## config.mk

```make
export PLATFORM = sky130hd
export DESIGN_NAME = mult_div_unit
export DESIGN_NICKNAME = d
export VERILOG_FILES = /design/src/rtl/mult_div_unit.sv
export SDC_FILE = /design/constraint.sdc
export NUM_CORES = 1
export LEC_CHECK = 0
export BUFFER_PORTS_ARGS = -buffer_cell sky130_fd_sc_hd__buf_2
export CORE_MARGIN = 3
export CORE_UTILIZATION = 40
export DETAILED_ROUTE_END_ITERATION = 7
export PLACE_DENSITY_LB_ADDON = 0.3
export SYNTH_ARGS = -nofsm -noshare
export SYNTH_HDL_FRONTEND = slang
export SYNTH_SLANG_ARGS = --single-unit
```

## constraint.sdc

```tcl
create_clock -name clk -period 9.98 [get_ports clk]
set_input_delay 1.497 -clock clk [delete_from_list [all_inputs] [get_ports clk]]
set_output_delay 1.497 -clock clk [all_outputs]
set_load 0.01 [all_outputs]
```

## src/rtl/mult_div_unit.sv

```systemverilog
// rtl/mult_div_unit.sv - multicycle signed multiply/divide unit with held HI/LO results
// Optional MULT_DIV_UNSIGNED_EN adds is_unsigned for MULTU/DIVU.
module mult_div_unit #(
    parameter int WIDTH = 32,
    parameter int CNT_W = $clog2(WIDTH) + 1
) (
    input  logic             clk,
    input  logic             reset,
    input  logic             start,
    input  logic             op,
`ifdef MULT_DIV_UNSIGNED_EN
    input  logic             is_unsigned,
`endif
    input  logic [WIDTH-1:0] a,
    input  logic [WIDTH-1:0] b,
    output logic [WIDTH-1:0] hi,
    output logic [WIDTH-1:0] lo,
    output logic             busy,
    output logic             done,
    output logic             div_zero
);

    typedef enum logic [2:0] {
        S_IDLE,
        S_MULT,
        S_DIV,
        S_FIXUP,
        S_DONE
    } state_t;

    localparam logic [CNT_W-1:0] LP_LAST = CNT_W'(WIDTH);

    state_t             r_state;
    state_t             w_next;
    logic [2*WIDTH-1:0] r_acc;
    logic [2*WIDTH-1:0] r_opa;
    logic [WIDTH-1:0]   r_opb;
    logic [WIDTH-1:0]   r_hi;
    logic [WIDTH-1:0]   r_lo;
    logic [CNT_W-1:0]   r_cnt;
    logic               r_neg_p;
    logic               r_neg_r;
    logic               r_dz;

    logic               w_signed;
    logic               w_accept;
    logic               w_last;
    logic               w_a_neg;
    logic               w_b_neg;
    logic               w_b_zero;
    logic [WIDTH-1:0]   w_a_mag;
    logic [WIDTH-1:0]   w_b_mag;
    logic [WIDTH-1:0]   w_q_fin;
    logic [WIDTH-1:0]   w_r_fin;
    logic [2*WIDTH-1:0] w_p_fin;
    logic [WIDTH:0]     w_rsh;
    logic [WIDTH:0]     w_diff;

`ifdef MULT_DIV_UNSIGNED_EN
    assign w_signed = ~is_unsigned;
`else
    assign w_signed = 1'b1;
`endif

    assign w_accept = start && (r_state == S_IDLE || r_state == S_DONE);
    assign w_last   = (r_cnt == LP_LAST);
    assign w_a_neg  = w_signed & a[WIDTH-1];
    assign w_b_neg  = w_signed & b[WIDTH-1];
    assign w_a_mag  = w_a_neg ? -a : a;
    assign w_b_mag  = w_b_neg ? -b : b;
    assign w_b_zero = (b == '0);

    // r_acc holds the product while multiplying and {remainder, quotient} while dividing
    assign w_p_fin = r_neg_p ? -r_acc : r_acc;
    assign w_q_fin = r_neg_p ? -r_acc[WIDTH-1:0] : r_acc[WIDTH-1:0];
    assign w_r_fin = r_neg_r ? -r_acc[2*WIDTH-1:WIDTH] : r_acc[2*WIDTH-1:WIDTH];
    assign w_rsh   = r_acc[2*WIDTH-1:WIDTH-1];
    assign w_diff  = w_rsh - {1'b0, r_opb};

    always_ff @(posedge clk) begin
        if (!reset) begin
            r_state <= S_IDLE;
        end else begin
            r_state <= w_next;
        end
    end

    // A zero divisor still spends one FIXUP cycle, which then skips the HI/LO write
    always_comb begin
        w_next = r_state;
        case (r_state)
            S_IDLE, S_DONE: begin
                if (start) begin
                    if (!op) begin
                        w_next = S_MULT;
                    end else if (w_b_zero) begin
                        w_next = S_FIXUP;
                    end else begin
                        w_next = S_DIV;
                    end
                end else begin
                    w_next = S_IDLE;
                end
            end
            S_MULT:  if (w_last) w_next = S_DONE;
            S_DIV:   if (w_last) w_next = S_FIXUP;
            S_FIXUP: w_next = S_DONE;
            default: w_next = S_IDLE;
        endcase
    end

    always_ff @(posedge clk) begin
        if (!reset) begin
            r_acc   <= '0;
            r_opa   <= '0;
            r_opb   <= '0;
            r_hi    <= '0;
            r_lo    <= '0;
            r_cnt   <= '0;
            r_neg_p <= 1'b0;
            r_neg_r <= 1'b0;
            r_dz    <= 1'b0;
        end else if (w_accept) begin
            r_cnt   <= '0;
            r_neg_p <= w_a_neg ^ w_b_neg;
            r_neg_r <= w_a_neg;
            r_dz    <= op & w_b_zero;
            r_opa   <= {{WIDTH{1'b0}}, w_a_mag};
            r_opb   <= w_b_mag;
            r_acc   <= op ? {{WIDTH{1'b0}}, w_a_mag} : '0;
        end else begin
            case (r_state)
                S_MULT: begin
                    if (w_last) begin
                        {r_hi, r_lo} <= w_p_fin;
                    end else begin
                        if (r_opb[0]) r_acc <= r_acc + r_opa;
                        r_opa <= r_opa << 1;
                        r_opb <= r_opb >> 1;
                        r_cnt <= r_cnt + CNT_W'(1);
                    end
                end
                S_DIV: begin
                    if (!w_last) begin
                        if (!w_diff[WIDTH]) begin
                            r_acc <= {w_diff[WIDTH-1:0], r_acc[WIDTH-2:0], 1'b1};
                        end else begin
                            r_acc <= {r_acc[2*WIDTH-2:0], 1'b0};
                        end
                        r_cnt <= r_cnt + CNT_W'(1);
                    end
                end
                S_FIXUP: begin
                    if (!r_dz) begin
                        r_hi <= w_r_fin;
                        r_lo <= w_q_fin;
                    end
                end
                default: ;
            endcase
        end
    end

    assign hi       = r_hi;
    assign lo       = r_lo;
    assign busy     = (r_state == S_MULT) || (r_state == S_DIV) || (r_state == S_FIXUP);
    assign done     = (r_state == S_DONE);
    assign div_zero = (r_state == S_DONE) && r_dz;

endmodule

```

==> flow_summary_export.csv <==
group,metric,value,unit
logic_synthesis,ys_top_cells_by_count,"sky130_fd_sc_hd__nand2_1 (329), sky130_fd_sc_hd__nor2_1 (280), sky130_fd_sc_hd__dfxtp_1 (236)",
setup_path,worst_ep_arrival_time,4.98,ns
logic_synthesis,dominant_combinational_cell_family_by_area_after_synthesis,"compound AO/OA/AOI/OAI gates",
layout,layout.filler_cells,4469,
setup_path,path_class,"in2reg",
clock_tree,htreeDepth,1,
die,core_ar,43600,um^2
timing,final.period_utilization,0.455,
route,drtIter0Drc,1592,
logic_synthesis,yosys.cell_count.top_type,"sky130_fd_sc_hd__nand2_1",
logic_synthesis,yosys_warnings,0,
setup_path,critical_path_cell_sequence,"buf_2 > inv_1 > ha_1 > or4b_1 > or4_4 > or3_1 > or4_4 > or4_4 > o41ai_2 > xor2_1 > o21ai_1 > a221oi_2 > nor2_1",
route,drc_violation_count_after_routing,0,
layout,layout.cell_area.non_filler,20000,um^2
clock_tree,tritoncts,"done",
layout,finish.net_count,2651,
route,dr.pass1.iters,6,
place,gpl.final_weighted_congestion,0.974,
timing,max-slew-margin-rel,0.303,
route,drtAntennaViolNets,0,
clock_tree,cts.sinks,236,
power,power.static_leakage,8.16,nW
timing,finalCriticalPeriod,4.54,ns
die,chipWidth,218,um
logic_synthesis,synthTopCellsByArea,"sky130_fd_sc_hd__dfxtp_1 (26%), sky130_fd_sc_hd__ha_1 (7.0%), sky130_fd_sc_hd__nand2_1 (6.9%), sky130_fd_sc_hd__a21oi_1 (6.4%), sky130_fd_sc_hd__nor2_1 (5.9%)",
setup_path,timing.critical_path.to_type,"register",
global_routing,antenna_found_initial,1,
logic_synthesis,synth-seq-cells,236,
global_routing,grt_overflow_total,0,
logic_synthesis,synth_simple_gate_area_share,0.214,
logic_synthesis,parity_gate_share_of_the_synthesized_area_counting_xor_and_xnor_cells,0.0991,
place,dp_hpwl,45600,um
power,cellPowerDensity,144,nW/um^2
global_routing,first_global_vias,16900,
route,wirelength,60400,um
logic_synthesis,number_of_enable_type_register_cells_in_the_synthesized_netlist,0,
logic_synthesis,mappedNetlistArea,17900,um^2
setup_path,path_common_cell,"sky130_fd_sc_hd__or4_4",
clock_tree,clock_tree.root_cell,"sky130_fd_sc_hd__clkbuf_16",
timing,setup-tns-final,0,ns
global_routing,track_usage,0.245,
place,buffer_ports.inserted,134,
global_routing,wire_length_of_the_first_global_routing_pass,94200,um
min_path,hold_wc_path_type,"reg2reg",
die,die_area,47400,um^2
logic_synthesis,yosysSeqAreaShare,0.263,
route,num_vias,18400,
setup_path,critical-path-max-stage-delay,0.48,ns
global_routing,grt_max_degree,102,
logic_synthesis,synthFlopType,"sky130_fd_sc_hd__dfxtp_1",
die,placementRows,76,
clock_tree,postCtsResizedCells,0,
timing,report.final.setup_viol,0,
die,die-height,218,um
timing,max_clock_freq,220,MHz
die,initial_utilization,0.411,
route,routed_wire_length_per_instance,19.6,um
logic_synthesis,library_cells_used_by_synthesis,77,
clock_tree,cts_buffers,28,
run_status,outcome,"completed",
logic_synthesis,synthDominantCellAreaShare,0.263,
setup_path,path_buf_inv,2,
clock_tree,cts_hold_buffers,0,
logic_synthesis,postSynthAreaPerCell,7.36,um^2
die,ioPinCount,135,
layout,drive_gt1_frac,0.0943,
setup_path,setup.worst_path.start_class,"input port",
setup_path,timing.critical_path.fanout_max,4,
route,detail_route.vias_per_cell,5.95,
logic_synthesis,synth-async-reset-ratio,0,
timing,grt_setup_unrepaired,"false",
timing,timing.final.max_slew_violations,0,
timing,final.setup_skew,0.0213,ns
setup_path,timing.critical_path.slowest_stage_cell,"sky130_fd_sc_hd__or4b_1",
logic_synthesis,synthAdderAreaFrac,0.0727,
setup_path,worstPathRequired,10.42,ns
logic_synthesis,postSynthCellCount,2437,
power,ir_drop,124,uV
logic_synthesis,syn_nets,2608,
logic_synthesis,synth_compound_gate_area_share,0.288,
setup_path,crit_family,"simple AND/OR/NAND/NOR gates",
logic_synthesis,synthDominantAreaCellType,"sky130_fd_sc_hd__dfxtp_1",
clock_tree,cts.reportedPaths.clkPinSlew,0.06,ns
clock_tree,worstSkewPairLatency,0.57,ns
timing,finalHoldViolCount,0,
clock_tree,cts_buffer_depth,3,
flow_run,max_cap_violations,0,
place,dpl-instance-area,19000,um^2
layout,synthToLayoutAreaGrowth,11.4,%
logic_synthesis,synth_mux_area_frac,0.0164,
clock_tree,post_cts.repair.setup_buffers,0,
power,power,2.88,mW
timing,worstMarginPinSlew,1.04,ns
## layer usage
layer  share of wire  global-route usage  up-vias
li1                -                   -     8927
met3           0.080              0.0422       85
met4           0.017              0.0498        0
met5               0                   0        -
met2            0.42               0.371      655
met1            0.49               0.364     8696
## path summary, 6_finish.rpt
kind,from,endpoint,slack [ns],cells after the start
max,a[1],r_acc[30],5.44,13
min reg2reg,hi[4],hi[4],0.45,2
max reg2reg,r_acc[31],r_acc[38],5.54,14
min,hi[4],hi[4],0.45,2
## power breakdown
| part | switching, mW | internal, mW |
|---|---|---|
| Sequential | 0.0817 | 0.992 |
| Clock | 0.428 | 0.676 |
| Combinational | 0.444 | 0.258 |
## through the flow
stage / hold WS [ns] / std cells / setup WS [ns] / utilization
2_1_floorplan: 0.448 / 2437 / 5.30 / -
3_3_place_gp: 0.439 / 3035 / 4.96 / 0.435
3_5_place_dp: 0.443 / 3035 / 4.88 / 0.435
4_1_cts: 0.449 / 3087 / 5.46 / 0.458
5_1_grt: 0.465 / 3088 / 5.21 / 0.458
6_report: 0.448 / 3088 / 5.44 / 0.458
## flip-flops by register name (all words and copies together), names as in the netlist
signal	flops
r_opa	64
r_neg_r	1
lo	32
r_neg_p	1
r_state	3
r_cnt	6
r_dz	1
r_acc	64
hi	32
r_opb	32
## cell usage in the layout (no fill, tap or decap), drive strengths merged, types with 6 or more instances in the layout
master | Yosys | routed
nand2b | 19 | 19
and3 | 12 | 12
nand3 | 34 | 34
a211oi | 66 | 66
inv | 78 | 78
nand4 | 22 | 22
a221oi | 33 | 33
xnor2 | 109 | 109
a221o | 10 | 10
o41ai | 12 | 12
a311oi | 22 | 22
nor3 | 31 | 31
mux2i | 26 | 26
a21o | 41 | 41
nand3b | 6 | 6
clkbuf | 129 | 39
clkinv | 0 | 8
o211ai | 25 | 25
o31ai | 36 | 36
a21oi | 228 | 228
or4 | 16 | 16
ha | 101 | 101
o21a | 13 | 13
a22oi | 17 | 17
a31oi | 22 | 22
nor4 | 14 | 14
nand2 | 330 | 330
o21ai | 165 | 165
nor2b | 15 | 15
or3 | 33 | 33
xor2 | 94 | 94
o221ai | 12 | 12
buf | 12 | 154
o22ai | 13 | 13
nor2 | 280 | 280
o21bai | 33 | 33
and2 | 12 | 12
dfxtp | 236 | 236
## kinds of logic (layout without fill, tap and decap cells)
group                    Yosys count  count (layout)
AND/OR/NAND/NOR                  852             852
AO/OA/AOI/OAI                    795             795
flip-flops                       236             236
buffers and inverters            219             284
XOR/XNOR                         203             203
adder cells (fa/ha/maj)          103             103
multiplexers                      29              29
other                              0               1
## layout make-up
type	count	area, um^2	share of cell area
multi-input cells	1982	12400	0.621
flip-flops and latches	236	4720	0.236
clock buffers	39	823	0.0412
repair buffers	154	821	0.0411
well taps	585	732	0.0366
inverters	78	295	0.0148
clock inverters	13	171	0.00857
diodes	1	2.50	0.000125
## worst min-delay path, stage by stage (launching register included)
cell	delay [ns]
sky130_fd_sc_hd__dfxtp_1	0.30
sky130_fd_sc_hd__nand2_1	0.05
sky130_fd_sc_hd__a21oi_1	0.05
No activity file was read; power rests on OpenSTA's default activity.
